File: config.mk
export PLATFORM = sky130hd
export DESIGN_NAME = firebird7_in_gate1_hdspsr_trim_apply_ctrl
export DESIGN_NICKNAME = d
export VERILOG_FILES = /design/src/rtl/firebird7_in_gate1_hdspsr_trim_apply_ctrl.sv
export SDC_FILE = /design/constraint.sdc
export NUM_CORES = 1
export LEC_CHECK = 0
export BUFFER_PORTS_ARGS = -buffer_cell sky130_fd_sc_hd__buf_4
export CAP_MARGIN = 20
export CORE_UTILIZATION = 40
export CTS_CLUSTER_SIZE = 16
export DETAILED_ROUTE_END_ITERATION = 16
export SETUP_SLACK_MARGIN = 0.4
export SLEW_MARGIN = 30
export SYNTH_ARGS = -nofsm -noshare
export SYNTH_HDL_FRONTEND = slang
export SYNTH_SLANG_ARGS = --single-unit
File: constraint.sdc
create_clock -name ijtag_tck -period 2.56 [get_ports ijtag_tck]
set_input_delay 0.512 -clock ijtag_tck [delete_from_list [all_inputs] [get_ports ijtag_tck]]
set_output_delay 0.512 -clock ijtag_tck [all_outputs]
set_load 0.1 [all_outputs]
File: src/rtl/firebird7_in_gate1_hdspsr_trim_apply_ctrl.sv
// HDSPSR array trim apply sequencer: selects fuse or IJTAG override trim and
// applies changes through a hold / shutoff / load / settle / release handshake.
module firebird7_in_gate1_hdspsr_trim_apply_ctrl #(
  parameter int TRIM_W      = 19,
  parameter int PRE_CYC     = 4,
  parameter int SETTLE_CYC  = 16,
  parameter int ACK_TIMEOUT = 255,
  parameter int CNT_W       = 8
) (
  input  logic              ijtag_tck,
  input  logic              ijtag_reset,
  input  logic              fuse_valid,
  input  logic [TRIM_W-1:0] fuse_trim,
  input  logic              ovrd_en,
  input  logic [TRIM_W-1:0] ovrd_trim,
  input  logic              hold_ack,
  input  logic              clear_err,
  output logic              hold_req,
  output logic              shutoff_force,
  output logic [TRIM_W-1:0] trim_out,
  output logic              busy,
  output logic              update_done,
  output logic              ack_timeout_err
);

  typedef enum logic [2:0] {
    S_IDLE,
    S_REQ,
    S_SHUT,
    S_LOAD,
    S_SETTLE,
    S_DONE
  } state_t;

  localparam logic [CNT_W-1:0] PRE_LAST = CNT_W'(PRE_CYC - 1);
  localparam logic [CNT_W-1:0] SET_LAST = CNT_W'(SETTLE_CYC - 1);
  localparam logic [CNT_W-1:0] ACK_LAST = CNT_W'(ACK_TIMEOUT - 1);
  localparam logic [CNT_W-1:0] CNT_ONE  = CNT_W'(1);

  state_t            state_q, state_d;
  logic [CNT_W-1:0]  cnt_q, cnt_d;
  logic [TRIM_W-1:0] tgt_q, tgt_d;
  logic [TRIM_W-1:0] trim_q, trim_d;
  logic              err_q, err_d;
  logic              hold_q, hold_d;
  logic              shut_q, shut_d;
  logic              busy_q, busy_d;
  logic              load_q, load_d;
  logic              done_q, done_d;
  logic              upd_q, upd_d;

  logic [TRIM_W-1:0] target;
  logic              eligible;
  logic              err_set;

  // Sequencer next-state, counter and target snapshot
  always_comb begin
    state_d  = state_q;
    cnt_d    = cnt_q;
    tgt_d    = tgt_q;
    err_set  = 1'b0;
    target   = ovrd_en ? ovrd_trim : fuse_trim;
    eligible = ovrd_en | fuse_valid;
    case (state_q)
      S_IDLE: begin
        if (eligible && !err_q && (target != trim_q)) begin
          tgt_d   = target;
          cnt_d   = '0;
          state_d = S_REQ;
        end
      end
      S_REQ: begin
        if (hold_ack) begin
          cnt_d   = '0;
          state_d = S_SHUT;
        end else if (cnt_q == ACK_LAST) begin
          err_set = 1'b1;
          cnt_d   = '0;
          state_d = S_IDLE;
        end else begin
          cnt_d = cnt_q + CNT_ONE;
        end
      end
      S_SHUT: begin
        if (cnt_q == PRE_LAST) begin
          cnt_d   = '0;
          state_d = S_LOAD;
        end else begin
          cnt_d = cnt_q + CNT_ONE;
        end
      end
      S_LOAD: begin
        cnt_d   = '0;
        state_d = S_SETTLE;
      end
      S_SETTLE: begin
        if (cnt_q == SET_LAST) begin
          cnt_d   = '0;
          state_d = S_DONE;
        end else begin
          cnt_d = cnt_q + CNT_ONE;
        end
      end
      S_DONE:  state_d = S_IDLE;
      default: state_d = S_IDLE;
    endcase
  end

  // Output decode from registered state; trim/done take one more stage so the
  // trim word moves only while shutoff is already asserted on the pins
  always_comb begin
    hold_d = state_q inside {S_REQ, S_SHUT, S_LOAD, S_SETTLE};
    shut_d = state_q inside {S_SHUT, S_LOAD, S_SETTLE};
    busy_d = (state_q != S_IDLE);
    load_d = (state_q == S_LOAD);
    done_d = (state_q == S_DONE);
    upd_d  = done_q;
    trim_d = load_q ? tgt_q : trim_q;
    err_d  = clear_err ? 1'b0 : (err_q | err_set);
  end

  // State and output registers
  always_ff @(posedge ijtag_tck or posedge ijtag_reset) begin
    if (ijtag_reset) begin
      state_q <= S_IDLE;
      cnt_q   <= '0;
      tgt_q   <= '0;
      trim_q  <= '0;
      err_q   <= 1'b0;
      hold_q  <= 1'b0;
      shut_q  <= 1'b0;
      busy_q  <= 1'b0;
      load_q  <= 1'b0;
      done_q  <= 1'b0;
      upd_q   <= 1'b0;
    end else begin
      state_q <= state_d;
      cnt_q   <= cnt_d;
      tgt_q   <= tgt_d;
      trim_q  <= trim_d;
      err_q   <= err_d;
      hold_q  <= hold_d;
      shut_q  <= shut_d;
      busy_q  <= busy_d;
      load_q  <= load_d;
      done_q  <= done_d;
      upd_q   <= upd_d;
    end
  end

  assign hold_req        = hold_q;
  assign shutoff_force   = shut_q;
  assign trim_out        = trim_q;
  assign busy            = busy_q;
  assign update_done     = upd_q;
  assign ack_timeout_err = err_q;

endmodule
; Word level (Yosys, flattened, before mapping)
; Index checks and enable logic that the tools add are counted.
[totals]
out_inout_bits = 24
reg_bits = 56
input_bits = 44
[classes]
n_eq_ne = 13
n_addsub = 1
bitwise_logic = 2
n_reduce_logical = 11
mux = 17
[op_table]
columns = op, count
row1 = 8-bit 2-to-1 mux, 5
row2 = 8-bit one-hot mux with 5 select lines, 1
row3 = 19-bit 2-to-1 mux, 1
row4 = 19-bit != test, 1
row5 = 3-bit 2-to-1 mux, 5
row6 = 3-bit one-hot mux with 5 select lines, 1
row7 = 8-bit by 1-bit adder with 8-bit output (second input constant), 1
row8 = 8-bit by 2-bit equality test with 1-bit output (second input constant), 1
row9 = 8-bit by 4-bit equality test with 1-bit output (second input constant), 1
row10 = 8-bit equality test (second input constant), 1
row11 = 3-bit by 2-bit equality test with 1-bit output (second input constant), 2
row12 = 3-bit equality test (second input constant), 2
row13 = 2-bit != test (second input constant), 3
row14 = 3-bit nonzero test, 2
row15 = 5-bit nonzero test, 1
row16 = 1-bit 2-to-1 mux, 4
row17 = 2-bit AND reduction, 2
row18 = 4-bit AND reduction, 1
row19 = 4-bit nonzero test, 1
row20 = 3-bit by 1-bit equality test with 1-bit output (second input constant), 1
row21 = 3-bit logical NOT, 1
row22 = 3-bit != test (second input constant), 1
row23 = 1-bit logical AND, 2
row24 = 1-bit bitwise OR, 2
row25 = 1-bit logical NOT, 1

; Depth between registers and ports, before layout
; Gate-level depths: netlist of run 1.
[depth]
word_depth = 6
depth_mapped = 9

; Least setup slack after synthesis of run 1
; Ideal clock, no wire load.
[synth_timing]
kind = register -> register
startpoint = reg trim_q[16], in the netlist trim_out[16]
endpoint = reg tgt_q[10]
path_slack_ns = 0.235
setup_time_ns = 0.132
stages_incl_launch_ff = 8
required_ns = 2.428
arrival_time_ns = 2.193
period_less_slack_ns = 2.325
path_cell_list = dfrtp_1 > xor2_1 > nand4_1 > nor4_4 > a211oi_2 > buf_6 > buf_12 > mux2i_1
[synth_between]
elab_chain_len = 3
[synth_rtl]
columns = item, line
row1 = "start, declared", 43  ; logic [TRIM_W-1:0] trim_q, trim_d;
row2 = "start signal, assigned", 140  ; trim_q <= trim_d;
row3 = 19-bit != test, 66  ; if (eligible && !err_q && (target != trim_q)) begin
row4 = 1-bit logical AND, 66
row5 = 2-bit AND reduction (no source line), --
row6 = "end signal, assigned", 139  ; tgt_q <= tgt_d;
row7 = "end, declared", 42  ; logic [TRIM_W-1:0] tgt_q, tgt_d;
; No other way between the ends.
; A chain may end at the register's enable or synchronous reset.

; Worst setup path in the final report of run 1
[layout_timing]
startpoint = reg cnt_q[7]
endpoint = reg cnt_q[7]
[layout_between]
elab_chain_len = 4
elab_cells_between_ends = 9
classes_between = 1 x add/sub / 3 x eq/ne / 5 x mux
[layout_rtl]
columns = item, line
row1 = "start, declared", 41  ; logic [CNT_W-1:0] cnt_q, cnt_d;
row2 = "start signal, assigned", 138  ; cnt_q <= cnt_d;
row3 = 8-bit by 1-bit adder with 8-bit output / 8-bit equality test (equally long branches), --
row4 = 8-bit 2-to-1 mux, 76  ; end else if (cnt_q == ACK_LAST) begin
row5 = 8-bit 2-to-1 mux, 73  ; if (hold_ack) begin
row6 = 8-bit one-hot mux with 5 select lines (*), 64  ; case (state_q)
; Mark *: on every way between the ends. The rest lies on a longest branch, timed or not.

==> results of run 1 <==
what timing repair did:
action | CTS | global route
pin swaps | 0 | 1
buffers inserted | 0 | 0
setup endpoints to repair | 1 | 16
gates resized for setup | 1 | 10
area by class of cell:
class	instances	area share
multi-input combinational	165	0.380
clock inverter	1	0.00202
inverter	26	0.0263
tap	96	0.0323
sequential	56	0.381
clock buffer	7	0.0232
timing repair buffer	76	0.156
flip-flops by register name (all words and copies together) (netlist names), 3 cells and up:
register / flops
tgt_q: 19
trim_out: 19
cnt_q: 8
state_q: 3
cells in the mapped netlist (2+ instances only):
cell,instances
inv_1,26
nor2b_1,2
o22ai_1,3
nor3_1,2
clkbuf_1,6
a31oi_1,4
nand3_1,2
nand2b_1,2
o21ai_0,4
ha_1,2
mux2i_1,37
xor2_1,18
buf_6,3
a221oi_1,2
a211oi_1,4
and3_1,5
dfrtp_1,56
nand2_1,5
nand4_1,5
o21ai_1,2
nor2_1,13
o211ai_1,3
a21oi_1,10
mux2_2,19
worst min path at each step:
stage | from | endpoint | slack, ns | cells after the start
2_1_floorplan | done_q | update_done | 0.33 | 0
3_3_place_gp | done_q | update_done | 0.33 | 0
3_5_place_dp | done_q | update_done | 0.34 | 0
4_1_cts | clear_err | ack_timeout_err | 0.33 | 2
5_1_grt | clear_err | ack_timeout_err | 0.34 | 2
6_report | clear_err | ack_timeout_err | 0.34 | 2
kinds of logic after synthesis:
kind of cell             synth area share
AO/OA/AOI/OAI                      0.0978
XOR/XNOR                           0.0626
adder cells (fa/ha/maj)           0.00858
buffers and inverters              0.0596
flip-flops                          0.480
multiplexers                        0.205
AND/OR/NAND/NOR                    0.0858
placed cells by master (no fill, tap or decap), drive strengths merged, types with 2 or more instances in the layout:
cell and instances:
a31oi 4, nor4 2, nand2 5, o211ai 3, dfrtp 56, inv 26, nor2 14, a211oi 5
o21ai 6, a21oi 10, mux2i 38, a21o 2, nand3 2, nor3 3, nor2b 2, nand2b 2
mux2 19, buf 76, clkbuf 7, xnor2 2, xor2 18, and3 5, ha 2, o22ai 3
a221oi 2, nand4 5
power by group:
| group | leakage [nW] | internal, mW | switching [mW] |
|---|---|---|---|
| combinational | 1.07 | 0.0910 | 0.0825 |
| clock | 0.0445 | 0.221 | 0.292 |
| sequential | 0.666 | 0.908 | 0.0118 |
| total | 1.78 | 1.22 | 0.386 |
per-stage QoR:
step                       util  cells
after floorplan               -    257
after global placement    0.516    419
after detailed placement  0.516    419
after CTS                 0.531    427
final                     0.538    427
after global routing      0.538    427
routing by layer:
layer  share of wire  track usage
met5               0            0
met4          0.0088       0.0402
met3           0.049       0.0332
met2            0.46        0.290
met1            0.48        0.228
==> run_results.csv, run 1 <==
group,metric,value,unit
status,outcome,"finished, final reports clean",
worst_setup_path,max_stage_delay,0.47,ns
logic_synthesis,synth_area_leaders,"dfrtp_1, mux2i_1, mux2_2, xor2_1, inv_1",
floorplan,design.core.area,6910,sq um
cells_and_area,fill_cells,647,
place,gp_congestion,0.807,
sta,tns,0,ns
sta,maxSlewViolCount,0,
global_routing,antenna_found_initial,0,
place,placement.cell_area,3570,sq um
worst_setup_path,cp_num_buf_inv,0,
worst_setup_path,cp.arrival,2.19,ns
sta,slew-limit-headroom,0.533,
sta,hold_viol_final,0,
cts,clk_latency,0.31,ns
place,hpwl,4.39,mm
worst_setup_path,cpMaxStageDelayCell,"dfrtp_1",
floorplan,start_util,0.422,
global_routing,grt_max_degree,57,
sta,tightest_slew,0.701,ns
logic_synthesis,synth_largest_area_cell,"dfrtp_1",
place,io_buffers,67,
detailed_routing,dr_total_vias,2141,
power,power,1.61,mW
detailed_routing,drt_iter0_markers,93,
sta,fin_crit,2.00,ns
worst_setup_path,crit_path_max_fanout,7,
detailed_routing,routed_wl,6.06,mm
worst_setup_path,r2r_start,"cnt_q[7]",
floorplan,placementRows,30,
detailed_routing,drtAntennaViolNets,0,
worst_setup_path,r2r_end,"cnt_q[7]",
cts,cts-hold-fix-buffers,0,
cts,cts.sinks,56,
global_routing,gr-usage-all-layers,0.172,
floorplan,dieArea,7640,sq um
logic_synthesis,synth_nets,303,
logic_synthesis,synth_enable_flop_cells,0,
logic_synthesis,synth_area_per_cell,11.3,sq um
sta,setup_viol,0,
cells_and_area,areaGrowthSynthToFinish,27.4,%
sta,finalCritPeriodShare,0.783,
place,post-place-ws,0.103,ns
detailed_routing,wl_per_cell,14.2,microns
power,peakVddDrop,0.206,mV
logic_synthesis,async_flop_share,1.00,
global_routing,overflow,0,
cells_and_area,design_area,3720,sq um
detailed_routing,viasPerCell,5.01,
floorplan,top_level_ports,68,
cells_and_area,drive_gt1_frac,0.402,
worst_hold_path,hold_path.class,"input port to register",
worst_setup_path,crit_end,"cnt_q[7]",
power,power.density,432,nW/um^2
sta,fin_hold_ws,0.335,ns
detailed_routing,dr.pass1.iters,4,
worst_setup_path,path_cells,"nor4_2, a311oi_1, nor2_2, o21ai_0, a221oi_1, a211oi_1",
logic_synthesis,ys_ff_latch,56,
cts,clk_path_buf_depth,2,
logic_synthesis,yosys_warnings,0,
cts,clk_pin_slew_worst_paths,0.10,ns
worst_setup_path,crit_family,"compound AO/OA/AOI/OAI gates",
logic_synthesis,netlist_instances,257,
sta,rsz0062_at_grt,"no",
sta,layout_setup_ws,0.556,ns
cells_and_area,ff_latch_area,1420,sq um
logic_synthesis,synth_cell_type_count,46,
floorplan,die_y,87.4,microns
worst_setup_path,critPathLaunch,"cnt_q[7]",
sta,clock.fmax,499,MHz
detailed_routing,route.detailed.drc,0,
sta,fin_skew,0.00764,ns
floorplan,die_w,87.4,microns
cells_and_area,n_antenna_cell,0,
worst_setup_path,worst_setup_path_start_kind,"register",
cells_and_area,layout.nets,376,
power,p_leak,1.78,nW
global_routing,grt_pass1_wl,10.1,mm
cts,cts_made_buffers,5,
global_routing,grt_pass1_vias,2090,
logic_synthesis,synth_top_flop_cell,"dfrtp_1",
flow_run,timing.max_cap.violations,0,
worst_setup_path,endpoint_kind,"register",
worst_setup_path,critical_path_depth,6,
cts,clock-root-buffer,"clkbuf_8",
worst_setup_path,crit_type,"register to register",
logic_synthesis,yosysTopAreaCellShare,0.480,
logic_synthesis,syn-cell-area,2920,sq um
cells_and_area,multiInputGateArea,1410,sq um
cts,cts.htree.levels,2,
logic_synthesis,yosysSeqAreaShare,0.480,
cts,cts_tree,"yes",
worst_setup_path,ff2ff_path_depth,6,
worst_setup_path,reg2reg_slack,0.56,ns
worst_setup_path,critical_path_required,2.75,ns
Note: power is estimated with default switching activity, not from simulation.
==> run 2, diff against run 1 <==
--- a/config.mk
+++ b/config.mk
@@ -5,6 +5,7 @@
 export SDC_FILE = /design/constraint.sdc
 export NUM_CORES = 1
 export LEC_CHECK = 0
+export ABC_AREA = 1
 export BUFFER_PORTS_ARGS = -buffer_cell sky130_fd_sc_hd__buf_4
 export CAP_MARGIN = 20
 export CORE_UTILIZATION = 40
==> constraint.sdc (replaced) <==
create_clock -name ijtag_tck -period 1.77 [get_ports ijtag_tck]
set_input_delay 0.354 -clock ijtag_tck [delete_from_list [all_inputs] [get_ports ijtag_tck]]
set_output_delay 0.354 -clock ijtag_tck [all_outputs]
set_load 0.1 [all_outputs]
==> run 2 against run 1 <==
Effect of this change:
- clock-buffer cell count down 2
- worst hold slack worse by 0.31 ns
- sequential share of layout area down 7.3 points
- via count up 50%
- total power rose to 5.6 times the previous value
- area after synthesis up 7.0%
- register-to-register slack worse by 0.53 ns
- sequential power rose to 2.7 times the previous value
- first-iteration DRC count up 2.2%
- cell area up 29%
- setup slack worse by 0.53 ns
- routed wire length up 44%
- critical endpoint is now tgt_q[14]
- highest routed layer unchanged
==> run_results.csv, run 2 <==
group,metric,value,unit
sta,fin_skew,0.00798,ns
power,power.density,1880,nW/um^2
worst_setup_path,ff2ff_path_depth,11,
detailed_routing,wl_per_cell,13.1,microns
detailed_routing,drtAntennaViolNets,0,
worst_setup_path,reg2reg_slack,0.03,ns
power,peakVddDrop,1.14,mV
sta,tightest_slew,0.406,ns
cts,cts_tree,"yes",
logic_synthesis,synth_largest_area_cell,"dfrtp_1",
place,place_inst,644,
cells_and_area,n_antenna_cell,0,
cells_and_area,layout_commonest_cell,"nand2_1",
global_routing,grt_max_degree,30,
cts,clk_latency,0.31,ns
global_routing,gr-usage-all-layers,0.213,
floorplan,start_util,0.421,
detailed_routing,drt_iter0_markers,95,
place,gp_congestion,0.856,
worst_setup_path,cp.arrival,1.98,ns
sta,rsz0062_at_grt,"yes",
logic_synthesis,yosysMostFrequentCell,"nand2_1",
sta,hold_viol_final,0,
logic_synthesis,yosys_warnings,0,
power,p_leak,2.45,nW
detailed_routing,route.detailed.drc,0,
worst_setup_path,critical_path_required,2.01,ns
place,placement.cell_area,4120,sq um
logic_synthesis,synth_area_leaders,"dfrtp_1, nand2_1, inv_1, nand3_1, o21ai_0",
cts,clk_pin_slew_worst_paths,0.10,ns
logic_synthesis,synth_enable_flop_cells,0,
logic_synthesis,synth_nets,495,
floorplan,dieArea,8160,sq um
worst_setup_path,crit_path_max_fanout,7,
worst_hold_path,hold_path.class,"input port to async pin",
floorplan,design.core.area,7410,sq um
worst_setup_path,r2r_end,"tgt_q[14]",
place,post-place-ws,-0.184,ns
sta,setup_viol,0,
logic_synthesis,synth_top_flop_cell,"dfrtp_1",
worst_setup_path,crit_end,"tgt_q[14]",
logic_synthesis,netlist_top_cells_count,"nand2_1, inv_1, dfrtp_1, nand3_1",
sta,fin_crit,1.74,ns
global_routing,grt_pass1_vias,3131,
logic_synthesis,synth_cell_type_count,26,
cells_and_area,fin_cells,666,
logic_synthesis,syn-cell-area,3120,sq um
logic_synthesis,synth_area_per_cell,6.95,sq um
logic_synthesis,async_flop_share,1.00,
cts,clock-root-buffer,"clkbuf_8",
cells_and_area,design_area,4790,sq um
sta,layout_setup_ws,0.0296,ns
detailed_routing,dr.pass1.iters,4,
logic_synthesis,netlist_instances,449,
global_routing,overflow,0,
cells_and_area,drive_gt1_frac,0.406,
cells_and_area,fill_cells,686,
global_routing,antenna_found_initial,0,
cts,cts.htree.levels,2,
logic_synthesis,yosysSeqAreaShare,0.449,
detailed_routing,routed_wl,8.72,mm
floorplan,die_w,90.3,microns
cells_and_area,final_cell_mix,"nand2_1, buf_4, inv_1",
worst_setup_path,r2r_start,"trim_out[6]",
logic_synthesis,ys_ff_latch,56,
cells_and_area,areaGrowthSynthToFinish,53.6,%
sta,maxSlewViolCount,0,
place,io_buffers,67,
worst_setup_path,crit_type,"register to register",
worst_setup_path,worst_setup_path_start_kind,"register",
detailed_routing,dr_total_vias,3211,
status,outcome,"finished, final reports clean",
worst_setup_path,endpoint_kind,"register",
cts,cts_made_buffers,5,
worst_setup_path,critPathLaunch,"trim_out[6]",
sta,clock.fmax,575,MHz
detailed_routing,viasPerCell,4.82,
cts,clk_path_buf_depth,2,
flow_run,timing.max_cap.violations,0,
sta,finalCritPeriodShare,0.983,
place,hpwl,6.01,mm
logic_synthesis,yosysTopAreaCellShare,0.449,
cells_and_area,layout.nets,612,
global_routing,grt_pass1_wl,14.2,mm
sta,slew-limit-headroom,0.729,
cts,cts-hold-fix-buffers,0,
floorplan,die_y,90.3,microns
floorplan,top_level_ports,68,
cts,cts.sinks,56,
floorplan,placementRows,31,
run 2: cell count changes in the layout (fill, tap and decap cells not counted), sizes merged, moves of 5 or more:
cell,change
nand2,+176
nand3,+45
buf,+44
inv,+39
mux2i,-38
o21ai,+36
mux2,-19
xor2,-17
nor2,+9
a21oi,-7
a211oi,-5
run 2: power by group:
group          switching [mW]  leakage (nW)  total, mW  internal, mW
registers               0.495         0.685       2.44          1.95
logic                    3.60          1.72       5.84          2.24
clock network           0.436        0.0479      0.713         0.278
total                    4.53          2.45       9.00          4.46
run 2: timing repair:
| item | CTS | global route |
|---|---|---|
| gates cloned | 0 | 4 |
| pin swaps | 13 | 13 |
| setup endpoints to repair | 46 | 47 |
| setup buffers | 3 | 7 |
| resized for setup | 68 | 57 |
run 2: layer usage:
metal	global-route usage	wire length, microns
met3	0.0337	255
met4	0.0578	76
met2	0.361	4350
met1	0.283	4040
met5	0	0
run 2: kinds of logic after synthesis:
family | after synthesis | synth area share
compound gates | 47 | 0.0770
flops | 56 | 0.449
simple gates | 263 | 0.350
fa+ha+maj | 2 | 0.00802
buf+inv | 79 | 0.111
xor+xnor | 2 | 0.00561
run 2: worst min path at each step:
stage | from | end | slack, ns | cells after the start
5_1_grt | ijtag_reset | tgt_q[9] | 0.05 | 2
4_1_cts | ijtag_reset | tgt_q[9] | 0.03 | 2
3_3_place_gp | done_q | update_done | 0.34 | 0
2_1_floorplan | done_q | update_done | 0.33 | 0
6_report | ijtag_reset | tgt_q[9] | 0.03 | 2
3_5_place_dp | done_q | update_done | 0.35 | 0
run 2: cell type report:
| class | instances | area (sq um) | area share |
|---|---|---|---|
| multi-input combinational | 314 | 1570 | 0.328 |
| sequential | 56 | 1480 | 0.308 |
| timing repair buffer | 123 | 1270 | 0.266 |
| inverter | 66 | 259 | 0.0540 |
| tap | 99 | 124 | 0.0258 |
| clock buffer | 5 | 68.8 | 0.0144 |
| clock inverter | 3 | 18.8 | 0.00391 |
run 2: metrics by stage:
step / util / power [mW] / hold slack (ns) / setup TNS (ns)
after floorplan: - / 5.59 / 0.331 / 0
after global placement: 0.556 / 6.87 / 0.338 / -2.26
after detailed placement: 0.556 / 6.94 / 0.351 / -3.91
after CTS: 0.603 / 8.25 / 0.0288 / 0
after global routing: 0.647 / 9.50 / 0.0458 / -1.10
final: 0.647 / 9.00 / 0.0295 / 0
run 2: critical path, cell delays in order (launching register included):
cell       delay, ns
dfrtp_4         0.50
inv_2           0.07
nand3_2         0.07
nand2_2         0.08
nor2b_4         0.14
nand2_2         0.06
nor2_1          0.09
nand3_1         0.12
nand3_4         0.23
clkbuf_16       0.20
nand2_2         0.04
o21ai_1         0.07
==> run 3, diff against run 2 <==
--- a/config.mk
+++ b/config.mk
@@ -5,12 +5,13 @@
 export SDC_FILE = /design/constraint.sdc
 export NUM_CORES = 1
 export LEC_CHECK = 0
-export ABC_AREA = 1
+export ABC_AREA = 0
 export BUFFER_PORTS_ARGS = -buffer_cell sky130_fd_sc_hd__buf_4
 export CAP_MARGIN = 20
 export CORE_UTILIZATION = 40
 export CTS_CLUSTER_SIZE = 16
 export DETAILED_ROUTE_END_ITERATION = 16
+export PLACE_DENSITY = 0.66
 export SETUP_SLACK_MARGIN = 0.4
 export SLEW_MARGIN = 30
 export SYNTH_ARGS = -nofsm -noshare
==> constraint.sdc (replaced) <==
create_clock -name ijtag_tck -period 1.77 [get_ports ijtag_tck]
set_input_delay 0.354 -clock ijtag_tck [delete_from_list [all_inputs] [get_ports ijtag_tck]]
set_output_delay 0.354 -clock ijtag_tck [all_outputs]
set_load 0.01 [all_outputs]
==> run 3 against run 2 <==
Effect of this change:
- the run now ends with setup timing left
- setup slack worse by 0.078 ns
- sequential cell count did not move
- critical path depth is 3 lower
- clock-buffer cell count unchanged
- total power fell by 73%
- final cell count down 27%
- sequential power is 45% lower
- sequential share of layout area up 0.34 points
- cell area down 5.9%
==> run_results.csv, run 3 (synthesis gave the netlist of run 1 again) <==
group,metric,value,unit
power,peakVddDrop,0.357,mV
cells_and_area,final_cell_mix,"buf_4, dfrtp_1, inv_1",
detailed_routing,drt_iter0_markers,140,
cells_and_area,ff_latch_area,1400,sq um
detailed_routing,wl_per_cell,15.5,microns
cts,clk_latency,0.32,ns
worst_setup_path,crit_type,"register to register",
power,p_leak,2.14,nW
power,power.density,535,nW/um^2
worst_setup_path,ff2ff_path_depth,8,
place,place_inst,463,
floorplan,start_util,0.422,
floorplan,top_level_ports,68,
cts,cts.sinks,56,
detailed_routing,dr_total_vias,2458,
sta,setup_viol,8,
cts,cts.htree.levels,2,
cells_and_area,fin_cells,486,
worst_setup_path,worst_setup_path_start_kind,"register",
floorplan,die_w,87.4,microns
global_routing,grt_pass1_vias,2449,
worst_setup_path,r2r_end,"cnt_q[3]",
power,power,2.41,mW
sta,rsz0062_at_grt,"yes",
global_routing,antenna_found_initial,0,
worst_setup_path,r2r_start,"cnt_q[7]",
global_routing,gr-usage-all-layers,0.201,
cts,clock-root-buffer,"clkbuf_8",
cells_and_area,layout.nets,435,
sta,fin_hold_ws,0.0839,ns
cts,clk_path_buf_depth,2,
detailed_routing,routed_wl,7.55,mm
flow_run,timing.max_cap.violations,0,
global_routing,overflow,0,
sta,slew-limit-headroom,0.753,
cells_and_area,drive_gt1_frac,0.551,
place,post-place-ws,-0.569,ns
worst_hold_path,hold_path.class,"input port to async pin",
sta,fin_crit,1.82,ns
floorplan,placementRows,30,
status,violations,"setup timing",
sta,maxSlewViolCount,0,
worst_setup_path,reg2reg_slack,-0.05,ns
global_routing,grt_max_degree,57,
place,hpwl,5.17,mm
global_routing,grt_pass1_wl,11.7,mm
worst_setup_path,cp.arrival,2.03,ns
sta,finalCritPeriodShare,1.03,
detailed_routing,dr.pass1.iters,4,
detailed_routing,viasPerCell,5.06,
sta,clock.fmax,550,MHz
cts,cts-hold-fix-buffers,0,
cells_and_area,n_antenna_cell,0,
status,outcome,"finished with violations",
cts,cts_tree,"yes",
sta,tns,-0.161,ns
floorplan,design.core.area,6910,sq um
worst_setup_path,endpoint_kind,"register",
sta,layout_setup_ws,-0.0485,ns
cts,cts_made_buffers,5,
floorplan,dieArea,7640,sq um
sta,fin_skew,0.00469,ns
sta,hold_viol_final,0,
worst_setup_path,crit_path_max_fanout,6,
cells_and_area,fill_cells,565,
cells_and_area,layout_commonest_cell,"buf_4",
place,io_buffers,67,
cells_and_area,multiInputGateArea,1640,sq um
floorplan,die_y,87.4,microns
cells_and_area,areaGrowthSynthToFinish,54.7,%
cts,clk_pin_slew_worst_paths,0.10,ns
detailed_routing,drtAntennaViolNets,0,
place,gp_congestion,0.865,
sta,tightest_slew,0.368,ns
worst_setup_path,critical_path_required,1.98,ns
detailed_routing,route.detailed.drc,0,
[run 3: changes by cell type in the layout (fill, tap and decap cells not counted), sizes merged, moves of 7 or more]
cell | before | now
a21oi | 3 | 10
nand2 | 181 | 5
xor2 | 1 | 18
mux2 | 0 | 19
nand3 | 47 | 2
nor2 | 23 | 14
buf | 120 | 134
mux2i | 0 | 38
inv | 65 | 26
o21ai | 42 | 6
[run 3: critical path, stage by stage, from the launching register on]
cell,delay [ns]
dfrtp_1,0.44
nor4_4,0.27
buf_4,0.19
a311oi_4,0.12
nor3_4,0.23
buf_12,0.16
o211ai_1,0.08
a31oi_1,0.16
a21oi_1,0.07
[run 3: worst max-delay path by stage]
stage                          start   endpoint  cells past startpoint
after global routing        cnt_q[0]   cnt_q[3]                      9
final                       cnt_q[7]   cnt_q[3]                      8
after global placement       ovrd_en  tgt_q[17]                      9
after CTS                 state_q[1]  tgt_q[17]                      7
after floorplan              ovrd_en  tgt_q[10]                      9
after detailed placement     ovrd_en   tgt_q[8]                      9
[run 3: layout make-up]
class | instances | area share
multi-input cells | 165 | 0.364
flip-flops and latches | 56 | 0.311
repair buffers | 135 | 0.256
well taps | 96 | 0.0266
inverters | 26 | 0.0225
clock buffers | 5 | 0.0152
clock inverters | 3 | 0.00471
[run 3: per-layer routing]
layer | vias to the layer above | share of wire | track usage | wire [microns]
met5 | - | 0 | 0 | 0
met4 | 0 | 0.012 | 0.0745 | 90
met3 | 6 | 0.043 | 0.0379 | 327
met2 | 68 | 0.50 | 0.334 | 3760
met1 | 1217 | 0.45 | 0.262 | 3370
li1 | 1167 | - | - | -
[run 3: repair_timing]
item | CTS | global route
resized for setup | 37 | 36
buffers inserted | 9 | 5
cloned | 0 | 1
pin swaps | 12 | 11
setup endpoints to repair | 29 | 29
[run 3: report_power, final]
| group | switching (mW) | leakage (nW) | internal (mW) |
|---|---|---|---|
| sequential | 0.0183 | 0.684 | 1.31 |
| clock | 0.444 | 0.0445 | 0.282 |
| combinational | 0.151 | 1.41 | 0.203 |
| total | 0.614 | 2.14 | 1.80 |
[run 3: per-stage QoR]
stage / utilization / cell area [sq um]
after floorplan: - / 3000
after global placement: 0.574 / 3970
after detailed placement: 0.574 / 3970
after CTS: 0.622 / 4290
after global routing: 0.653 / 4510
final: 0.653 / 4510
